### src/rtl/axi_mem_scrubber_pkg.sv
`default_nettype none
// ============================================================================
// Module : vsi_scrb_pkg
// Brief  : Shared types, AXI constants and width helpers for the memory scrubber.
// Rev    : 1.0  initial release
// ============================================================================
package vsi_scrb_pkg;

    typedef enum logic [2:0] {
        ST_IDLE  = 3'd0,
        ST_RUN   = 3'd1,
        ST_DRAIN = 3'd2,
        ST_DONE  = 3'd3,
        ST_ABORT = 3'd4
    } scrb_state_t;

    localparam logic [1:0] c_AXI_RESP_OKAY = 2'b00;

    function automatic int beat_bytes(input int data_w);
        return data_w / 8;
    endfunction

    function automatic int size_log2(input int data_w);
        return $clog2(data_w / 8);
    endfunction

endpackage
`default_nettype wire

### src/rtl/axi_mem_scrubber_if.sv
`default_nettype none
// ============================================================================
// Module : axi_mem_scrubber_if
// Brief  : AXI4 write-channel bundle (AW/W/B) between scrubber and DDR slave.
// Rev    : 1.0  initial release
// ============================================================================
interface axi_mem_scrubber_if #(
    parameter int DATA_W = 512,
    parameter int ADDR_W = 64,
    parameter int ID_W   = 16
) ();
    logic [ID_W-1:0]     awid;
    logic [ADDR_W-1:0]   awaddr;
    logic [7:0]          awlen;
    logic [2:0]          awsize;
    logic                awvalid;
    logic                awready;
    logic [ID_W-1:0]     wid;
    logic [DATA_W-1:0]   wdata;
    logic [DATA_W/8-1:0] wstrb;
    logic                wlast;
    logic                wvalid;
    logic                wready;
    logic [ID_W-1:0]     bid;
    logic [1:0]          bresp;
    logic                bvalid;
    logic                bready;

    modport master (
        output awid, awaddr, awlen, awsize, awvalid,
        output wid, wdata, wstrb, wlast, wvalid,
        output bready,
        input  awready, wready, bid, bresp, bvalid
    );

    modport slave (
        input  awid, awaddr, awlen, awsize, awvalid,
        input  wid, wdata, wstrb, wlast, wvalid,
        input  bready,
        output awready, wready, bid, bresp, bvalid
    );
endinterface
`default_nettype wire

### src/rtl/axi_mem_scrubber_burst_calc.sv
`default_nettype none
// ============================================================================
// Module : axi_scrb_burst_calc
// Brief  : Beats for the next burst: limited by BURST_LEN, the burst-size
//          boundary and the bytes left before the end address.
// Rev    : 1.0  initial release
// ============================================================================
module axi_scrb_burst_calc
    import vsi_scrb_pkg::*;
#(
    parameter int DATA_W    = 512,
    parameter int ADDR_W    = 64,
    parameter int BURST_LEN = 64
) (
    input  wire logic [ADDR_W-1:0] i_addr,
    input  wire logic [ADDR_W-1:0] i_end_addr,
    output logic      [8:0]        o_beats,
    output logic      [7:0]        o_awlen
);
    localparam int c_LOG2B = size_log2(DATA_W);

    logic [ADDR_W-1:0] w_off;
    logic [ADDR_W-1:0] w_to_bnd;
    logic [ADDR_W-1:0] w_remain;
    logic [ADDR_W-1:0] w_min;

    // Beat offset inside the current BURST_LEN-beat window; the window never
    // exceeds 4KB, so staying inside it also keeps bursts off 4KB crossings.
    assign w_off    = (i_addr >> c_LOG2B) & ADDR_W'(BURST_LEN - 1);
    assign w_to_bnd = ADDR_W'(BURST_LEN) - w_off;
    assign w_remain = (i_end_addr - i_addr) >> c_LOG2B;

    always_comb begin
        w_min = w_to_bnd;
        if (w_remain < w_min) begin
            w_min = w_remain;
        end
    end

    assign o_beats = 9'(w_min);
    assign o_awlen = 8'(w_min - ADDR_W'(1));
endmodule
`default_nettype wire

### src/rtl/axi_mem_scrubber.sv
`default_nettype none
// ============================================================================
// Module : axi_mem_scrubber
// Brief  : AXI4 write-path fill engine; writes a replicated 32-bit pattern over
//          [start_addr, end_addr). Optional cycle counter: VSI_SCRB_PERF_CNT_EN.
// Rev    : 1.0  initial release
// ============================================================================
module axi_mem_scrubber
    import vsi_scrb_pkg::*;
#(
    parameter int DATA_W          = 512,
    parameter int ADDR_W          = 64,
    parameter int ID_W            = 16,
    parameter int SCRB_ID         = 0,
    parameter int BURST_LEN       = 64,
    parameter int MAX_OUTSTANDING = 4
) (
    input  wire logic              clk,
    input  wire logic              rst_n,
`ifdef VSI_SCRB_PERF_CNT_EN
    output logic [31:0]            cycles,
`endif
    input  wire logic              enable,
    input  wire logic [ADDR_W-1:0] start_addr,
    input  wire logic [ADDR_W-1:0] end_addr,
    input  wire logic [31:0]       pattern,
    axi_mem_scrubber_if.master     axi,
    output logic [ADDR_W-1:0]      addr,
    output logic [2:0]             state,
    output logic                   done,
    output logic                   error
);
    localparam int c_LOG2B = size_log2(DATA_W);
    localparam int c_OSW   = $clog2(MAX_OUTSTANDING + 1);

    scrb_state_t       r_state;
    logic              r_en_d;
    logic [ADDR_W-1:0] r_addr;
    logic [ADDR_W-1:0] r_end;
    logic [31:0]       r_pattern;
    logic              r_awvalid;
    logic [ADDR_W-1:0] r_awaddr;
    logic [7:0]        r_awlen;
    logic              r_wvalid;
    logic              r_wlast;
    logic [8:0]        r_wleft;
    logic              r_wpend;
    logic [c_OSW-1:0]  r_outst;
    logic              r_bready;
    logic              r_done;
    logic              r_error;

    logic [8:0]        w_beats;
    logic [7:0]        w_awlen;
    logic [ADDR_W-1:0] w_next_addr;
    logic              w_start;
    logic              w_aw_hs;
    logic              w_w_hs;
    logic              w_b_hs;
    logic              w_issue_ok;
    logic              w_quiet;
    logic              w_unused;

    axi_scrb_burst_calc #(
        .DATA_W    (DATA_W),
        .ADDR_W    (ADDR_W),
        .BURST_LEN (BURST_LEN)
    ) u_calc (
        .i_addr     (r_addr),
        .i_end_addr (r_end),
        .o_beats    (w_beats),
        .o_awlen    (w_awlen)
    );

    assign w_start     = enable && !r_en_d && (r_state == ST_IDLE);
    assign w_aw_hs     = r_awvalid && axi.awready;
    assign w_w_hs      = r_wvalid && axi.wready;
    assign w_b_hs      = axi.bvalid && r_bready;
    // r_addr only moves on the AW handshake, so w_beats still matches the burst in flight.
    assign w_next_addr = r_addr + (ADDR_W'(w_beats) << c_LOG2B);
    assign w_issue_ok  = (r_state == ST_RUN) && enable && !r_awvalid && !r_wpend
                         && (r_outst < c_OSW'(MAX_OUTSTANDING)) && (r_addr < r_end);
    assign w_quiet     = !r_awvalid && !r_wpend && (r_outst == '0);
    assign w_unused    = ^axi.bid;

    always_ff @(posedge clk or negedge rst_n) begin
        if (!rst_n) begin
            r_state   <= ST_IDLE;
            r_en_d    <= 1'b0;
            r_addr    <= '0;
            r_end     <= '0;
            r_pattern <= '0;
            r_awvalid <= 1'b0;
            r_awaddr  <= '0;
            r_awlen   <= '0;
            r_wvalid  <= 1'b0;
            r_wlast   <= 1'b0;
            r_wleft   <= '0;
            r_wpend   <= 1'b0;
            r_outst   <= '0;
            r_bready  <= 1'b0;
            r_done    <= 1'b0;
            r_error   <= 1'b0;
        end else begin
            r_en_d <= enable;

            if (w_aw_hs && !w_b_hs) begin
                r_outst <= r_outst + c_OSW'(1);
            end else if (!w_aw_hs && w_b_hs) begin
                r_outst <= r_outst - c_OSW'(1);
            end
            if (w_b_hs && (axi.bresp != c_AXI_RESP_OKAY)) begin
                r_error <= 1'b1;
            end

            if (w_aw_hs) begin
                r_awvalid <= 1'b0;
                r_addr    <= w_next_addr;
                r_wpend   <= 1'b1;
                r_wvalid  <= 1'b1;
                r_wleft   <= {1'b0, r_awlen} + 9'd1;
                r_wlast   <= (r_awlen == 8'd0);
            end else if (w_issue_ok) begin
                r_awvalid <= 1'b1;
                r_awaddr  <= r_addr;
                r_awlen   <= w_awlen;
            end

            if (w_w_hs) begin
                if (r_wlast) begin
                    r_wvalid <= 1'b0;
                    r_wpend  <= 1'b0;
                    r_wlast  <= 1'b0;
                end else begin
                    r_wleft <= r_wleft - 9'd1;
                    r_wlast <= (r_wleft == 9'd2);
                end
            end

            case (r_state)
                ST_IDLE: begin
                    if (w_start) begin
                        r_addr    <= start_addr;
                        r_end     <= end_addr;
                        r_pattern <= pattern;
                        r_error   <= 1'b0;
                        if (end_addr > start_addr) begin
                            r_state  <= ST_RUN;
                            r_bready <= 1'b1;
                        end else begin
                            r_state <= ST_DONE;
                            r_done  <= 1'b1;
                        end
                    end
                end
                ST_RUN: begin
                    if (!enable) begin
                        r_state <= ST_ABORT;
                    end else if (w_aw_hs && (w_next_addr == r_end)) begin
                        r_state <= ST_DRAIN;
                    end
                end
                ST_DRAIN: begin
                    if (w_quiet) begin
                        r_state  <= ST_DONE;
                        r_done   <= 1'b1;
                        r_bready <= 1'b0;
                    end
                end
                ST_ABORT: begin
                    if (w_quiet) begin
                        r_state  <= ST_IDLE;
                        r_bready <= 1'b0;
                    end
                end
                ST_DONE: begin
                    if (!enable) begin
                        r_state <= ST_IDLE;
                        r_done  <= 1'b0;
                    end
                end
                default: begin
                    r_state <= ST_IDLE;
                end
            endcase
        end
    end

`ifdef VSI_SCRB_PERF_CNT_EN
    logic [31:0] r_cycles;

    always_ff @(posedge clk or negedge rst_n) begin
        if (!rst_n) begin
            r_cycles <= '0;
        end else if (w_start) begin
            r_cycles <= '0;
        end else if (((r_state == ST_RUN) || (r_state == ST_DRAIN)) && (r_cycles != '1)) begin
            r_cycles <= r_cycles + 32'd1;
        end
    end

    assign cycles = r_cycles;
`endif

    assign axi.awid    = ID_W'(SCRB_ID);
    assign axi.awaddr  = r_awaddr;
    assign axi.awlen   = r_awlen;
    assign axi.awsize  = 3'(c_LOG2B);
    assign axi.awvalid = r_awvalid;
    assign axi.wid     = ID_W'(SCRB_ID);
    assign axi.wdata   = {(DATA_W/32){r_pattern}};
    assign axi.wstrb   = '1;
    assign axi.wlast   = r_wlast;
    assign axi.wvalid  = r_wvalid;
    assign axi.bready  = r_bready;
    assign addr        = r_addr;
    assign state       = r_state;
    assign done        = r_done;
    assign error       = r_error;
endmodule
`default_nettype wire

### src/flat_wrapper.sv
// flat-port wrapper written by rule: the top's interface ports become plain ports
module axi_mem_scrubber_flat import vsi_scrb_pkg::*;
#(
    parameter int DATA_W          = 512,
    parameter int ADDR_W          = 64,
    parameter int ID_W            = 16,
    parameter int SCRB_ID         = 0,
    parameter int BURST_LEN       = 64,
    parameter int MAX_OUTSTANDING = 4
)
  (clk, rst_n, enable, start_addr, end_addr, pattern, addr, state, done, error, axi_awid, axi_awaddr, axi_awlen, axi_awsize, axi_awvalid, axi_wid, axi_wdata, axi_wstrb, axi_wlast, axi_wvalid, axi_bready, axi_awready, axi_wready, axi_bid, axi_bresp, axi_bvalid);
  axi_mem_scrubber_if #(.DATA_W(DATA_W), .ADDR_W(ADDR_W), .ID_W(ID_W)) axi_i ();
  input  wire logic clk;
  input  wire logic rst_n;
  input  wire logic enable;
  input  wire logic [ADDR_W-1:0] start_addr;
  input  wire logic [ADDR_W-1:0] end_addr;
  input  wire logic [31:0] pattern;
  output logic [ADDR_W-1:0] addr;
  output logic [2:0] state;
  output logic done;
  output logic error;
  output wire logic [$bits(axi_i.awid)-1:0] axi_awid;
  output wire logic [$bits(axi_i.awaddr)-1:0] axi_awaddr;
  output wire logic [$bits(axi_i.awlen)-1:0] axi_awlen;
  output wire logic [$bits(axi_i.awsize)-1:0] axi_awsize;
  output wire logic [$bits(axi_i.awvalid)-1:0] axi_awvalid;
  output wire logic [$bits(axi_i.wid)-1:0] axi_wid;
  output wire logic [$bits(axi_i.wdata)-1:0] axi_wdata;
  output wire logic [$bits(axi_i.wstrb)-1:0] axi_wstrb;
  output wire logic [$bits(axi_i.wlast)-1:0] axi_wlast;
  output wire logic [$bits(axi_i.wvalid)-1:0] axi_wvalid;
  output wire logic [$bits(axi_i.bready)-1:0] axi_bready;
  input wire logic [$bits(axi_i.awready)-1:0] axi_awready;
  input wire logic [$bits(axi_i.wready)-1:0] axi_wready;
  input wire logic [$bits(axi_i.bid)-1:0] axi_bid;
  input wire logic [$bits(axi_i.bresp)-1:0] axi_bresp;
  input wire logic [$bits(axi_i.bvalid)-1:0] axi_bvalid;
  assign axi_awid = axi_i.awid;
  assign axi_awaddr = axi_i.awaddr;
  assign axi_awlen = axi_i.awlen;
  assign axi_awsize = axi_i.awsize;
  assign axi_awvalid = axi_i.awvalid;
  assign axi_wid = axi_i.wid;
  assign axi_wdata = axi_i.wdata;
  assign axi_wstrb = axi_i.wstrb;
  assign axi_wlast = axi_i.wlast;
  assign axi_wvalid = axi_i.wvalid;
  assign axi_bready = axi_i.bready;
  assign axi_i.awready = axi_awready;
  assign axi_i.wready = axi_wready;
  assign axi_i.bid = axi_bid;
  assign axi_i.bresp = axi_bresp;
  assign axi_i.bvalid = axi_bvalid;
  axi_mem_scrubber #(.DATA_W(DATA_W), .ADDR_W(ADDR_W), .ID_W(ID_W), .SCRB_ID(SCRB_ID), .BURST_LEN(BURST_LEN), .MAX_OUTSTANDING(MAX_OUTSTANDING)) u_core (.clk(clk), .rst_n(rst_n), .enable(enable), .start_addr(start_addr), .end_addr(end_addr), .pattern(pattern), .axi(axi_i), .addr(addr), .state(state), .done(done), .error(error));
endmodule
### config.mk
export PLATFORM = sky130hd
export DESIGN_NAME = axi_mem_scrubber_flat
export DESIGN_NICKNAME = d
export VERILOG_FILES = /design/src/rtl/axi_mem_scrubber_pkg.sv /design/src/rtl/axi_mem_scrubber_if.sv /design/src/rtl/axi_mem_scrubber_burst_calc.sv /design/src/rtl/axi_mem_scrubber.sv /design/src/flat_wrapper.sv
export SDC_FILE = /design/constraint.sdc
export NUM_CORES = 1
export LEC_CHECK = 0
export ABC_AREA = 1
export BUFFER_PORTS_ARGS = -buffer_cell sky130_fd_sc_hd__buf_2
export CAP_MARGIN = 5
export CORE_AREA = 2 2 362 364
export CTS_BUF_LIST = sky130_fd_sc_hd__clkbuf_8
export DETAILED_ROUTE_END_ITERATION = 7
export DIE_AREA = 0 0 364 366
export PLACE_DENSITY = 0.46
export SLEW_MARGIN = 10
export SYNTH_ARGS = -nofsm -noshare
export SYNTH_HDL_FRONTEND = slang
export SYNTH_SLANG_ARGS = --single-unit
export TNS_END_PERCENT = 5
### constraint.sdc
create_clock -name clk -period 5.75 [get_ports clk]
set_input_delay 0.8625 -clock clk [delete_from_list [all_inputs] [get_ports clk]]
set_output_delay 0.8625 -clock clk [all_outputs]
set_load 0.01 [all_outputs]
==> results.md <==
* Status: complete, but fails checks
* Failing checks: negative setup slack
* First-pass GRT wire length at 196 mm
* CP max stage cell: dfrtp_1
* Row count at approximately 130
* Yosys warnings at 0
* Hold/Removal Path Class: input pin to async pin
* Most common cell after layout, fill and taps aside: nand2_1
* Worst IR Drop VDD at just under 0.0003 V
* GRT overflow at 0
* Hold Fails Final Rpt at 0
* DP HPWL at between 100 and 150 mm
* IO Port Bufs at 824
* Clock tree buffer depth at 3
* Synth Instances at ~4100
* Synth Area in Simple Gates at 29.8%
* CTS root buffer: clkbuf_8
* CP Class: flop to flop
* Max Transition Viols Final at 0
* Synth Cell Area at 0.0264 mm²
* Mux share of post-synthesis cell area at 0.0426%
* Largest family of logic cells by synthesized area: simple AND/OR/NAND/NOR gates
* Synthesized area per cell at 6.42 µm²
* DRT iter0 DRCs at approximately 1900
* Setup violators final at 3
* Clock transition at path regs at around 0.060 ns
* Clk_lat worst skew at 0.76 ns
* Pwr dens at approximately 770 mW/mm²
* Crit path launch type: flop
* Crit path max fanout at 5
* Post-Route WL at 141 mm
* Crit. End Element: flop
* Nets@finish at 5385
* RR Startpoint: u_core.addr[9]$_DFF_PN0_
* CP peak stage delay at 0.38 ns
* Flop and latch count out of synthesis at 255
* Crit path DAT at 6.46 ns
* Vias/cell at 4.19
* CTS tree: yes
* Sum of negative setup slack at -0.458 ns
* Initial antenna violation count at 21
* Min Tclk post-route at between 5 and 6 ns
* Least-Margin Pin Slew at between 1 and 1.5 ns
* Total GRT Usage at 20.4%
* Distinct cells, synth at 53
* Synth Area in Compound Gates at a little under a tenth
* Initial core utilization at 20.5%
* RR Endpoint: u_core.addr[55]$_DFF_PN0_
* Via count at 28700
* F_max at 169 MHz
* Core ar. at 0.129 mm²
* Share of post-route cells with drive strength above 1 at 39.6%
* Seq/Total Area, Yosys at 24.1%
* Post-synthesis adder-cell area fraction at 7.25%
* Total power at between 20 and 30 mW
* IO Count at 940
* Vias in the first global route at ~27000
* CTS Buf Count at 56
* Reg2Reg Depth at 44
* Worst Skew at 0.0716 ns
* Commonest non-fill, non-tap cells in the layout: nand2_1 (1126), buf_2 (823), inv_1 (581)
* Pleak at 20.3 nW
* Final WS setup at -0.172 ns
* CTS HTree Levels at 2
* Area of the die at 0.133 mm²
* Worst relative slew slack at 18.0%
* XOR/XNOR share of the synthesized area at just under 3%
* P&R area growth vs syn at 38.6%
* Placer Congestion at 0.966
* Worst R2R Setup Slack at -0.17 ns
* Drt drc at 0
* Die Y at 366 µm
* RSZ-0062 raised after global routing: true
* Max_cap viols at 0
* Post-CTS Hold Fix Bufs at 0
* Die span in x at roughly 360 µm
* Routed WL per cell at between 20 and 25 µm
* Sink Count at 255
* Tcrit/Tclk final at 103%
* Pre-Repair DR Iteration Count at 5
* Crit path top cell by count: buf_4
* Largest net degree at the start of global routing at around 130
* Worst path required time at 6.29 ns
* Antenna-violating nets left at 0
metrics by stage:
step / setup WS [ns] / hold slack [ns] / area [µm²] / utilization, % / std cells
after floorplan: 0.580 / 0.446 / 26800 / - / 4215
after global placement: -1.17 / 0.465 / 32600 / 25.3 / 6671
after detailed placement: -1.20 / 0.468 / 32600 / 25.3 / 6671
after CTS: -0.0672 / 0.187 / 35700 / 27.7 / 6817
after global routing: -0.429 / 0.239 / 36600 / 28.4 / 6837
final: -0.172 / 0.214 / 36600 / 28.4 / 6841
critical path, delay by kind of cell, from the launching register on:
kind                       cells  cell delay [ns]
xor gates and xnor gates       1             0.18
and+or+nand+nor               15             1.34
AOI/OAI and AO/OA              7             1.05
DFF                            1             0.38
buffers and inverters         18             2.14
adders and majority gates      3             0.64
per-layer routing:
metal | global-route usage, % | share of wire, % | vias to the layer above
li1 | - | - | 14000
met1 | 25.3 | 42 | 13500
met2 | 35.4 | 48 | 941
met3 | 3.77 | 6.1 | 175
met4 | 6.66 | 3.3 | 8
met5 | 0 | 0.043 | -
layout make-up:
type | count | area [µm²]
inverter | 644 | 2430
clock inverter | 32 | 259
antenna | 5 | 12.5
timing repair buffer | 1422 | 8780
clock buffer | 71 | 977
tap | 1742 | 2180
sequential | 255 | 6390
multi-input combinational | 2670 | 15600
fill | 14500 | 92400
power by group:
part | switching [mW] | internal (mW) | total [mW]
registers | 1.35 | 2.65 | 4.00
logic | 12.5 | 9.23 | 21.7
clock network | 1.03 | 1.29 | 2.32
flip-flops by register name, summed over array words and instances, names as in the netlist, 3 cells and up:
name / count
u_core.r_end: 64
u_core.state: 3
u_core.addr: 64
u_core.axi.awaddr: 64
u_core.r_pattern: 32
u_core.r_outst: 3
u_core.axi.awlen: 8
u_core.r_wleft: 9
logic make-up after synthesis:
group,Yosys count
AO/OA/AOI/OAI,436
XOR/XNOR,87
adder cells (fa/ha/maj),152
buffers and inverters,1291
flip-flops,255
multiplexers,1
other,2
AND/OR/NAND/NOR,1892
worst max path at each step:
stage / startpoint / to / slack (ns) / cells past startpoint
2_1_floorplan: u_core.addr[7]$_DFF_PN0_ / u_core.state[1]$_DFFE_PN0P_ / 0.58 / 34
3_3_place_gp: u_core.addr[1]$_DFFE_PN0P_ / u_core.state[0]$_DFFE_PN0P_ / -1.17 / 46
3_5_place_dp: u_core.addr[1]$_DFFE_PN0P_ / u_core.state[0]$_DFFE_PN0P_ / -1.20 / 46
4_1_cts: u_core.r_end[10]$_DFFE_PN0P_ / u_core.state[0]$_DFFE_PN0P_ / -0.07 / 45
5_1_grt: u_core.r_end[29]$_DFFE_PN0P_ / u_core.state[0]$_DFFE_PN0P_ / -0.43 / 46
6_report: u_core.addr[9]$_DFF_PN0_ / u_core.addr[55]$_DFF_PN0_ / -0.17 / 44
repair_timing:
action,in CTS,in global routing
gates cloned,1,0
pin swaps,94,108
gates resized for setup,355,208
buffers inserted,45,20
endpoints found under the setup margin,11,3
cells in the mapped netlist (all sizes together):
master,count,share of area [%]
mux2,1,0.043
nor2,256,4.0
nor4,21,0.52
nand4,49,1.2
a2111oi,1,0.033
o2111ai,5,0.17
o22ai,7,0.17
o21ai,194,3.7
fa,2,0.15
o211ai,11,0.31
o31ai,1,0.028
a22oi,46,1.3
nand3,204,4.0
and3b,1,0.033
buf,587,17
a211oi,4,0.11
xor2,73,2.4
nand3b,16,0.45
dfrtp,255,24
a21o,2,0.057
conb,2,0.028
inv,640,9.1
a21boi,1,0.028
a2bb2oi,4,0.13
a21oi,150,2.9
ha,150,7.1
o21bai,4,0.13
a41oi,1,0.033
xnor2,14,0.46
and2,6,0.14
o221a,1,0.043
or2,5,0.12
nand2,1288,18
and3,2,0.047
clkinv,4,0.057
o21a,2,0.057
clkbuf,60,0.85
nor3,44,0.95
a31oi,2,0.047
Power figures use the tool's default switching activity.
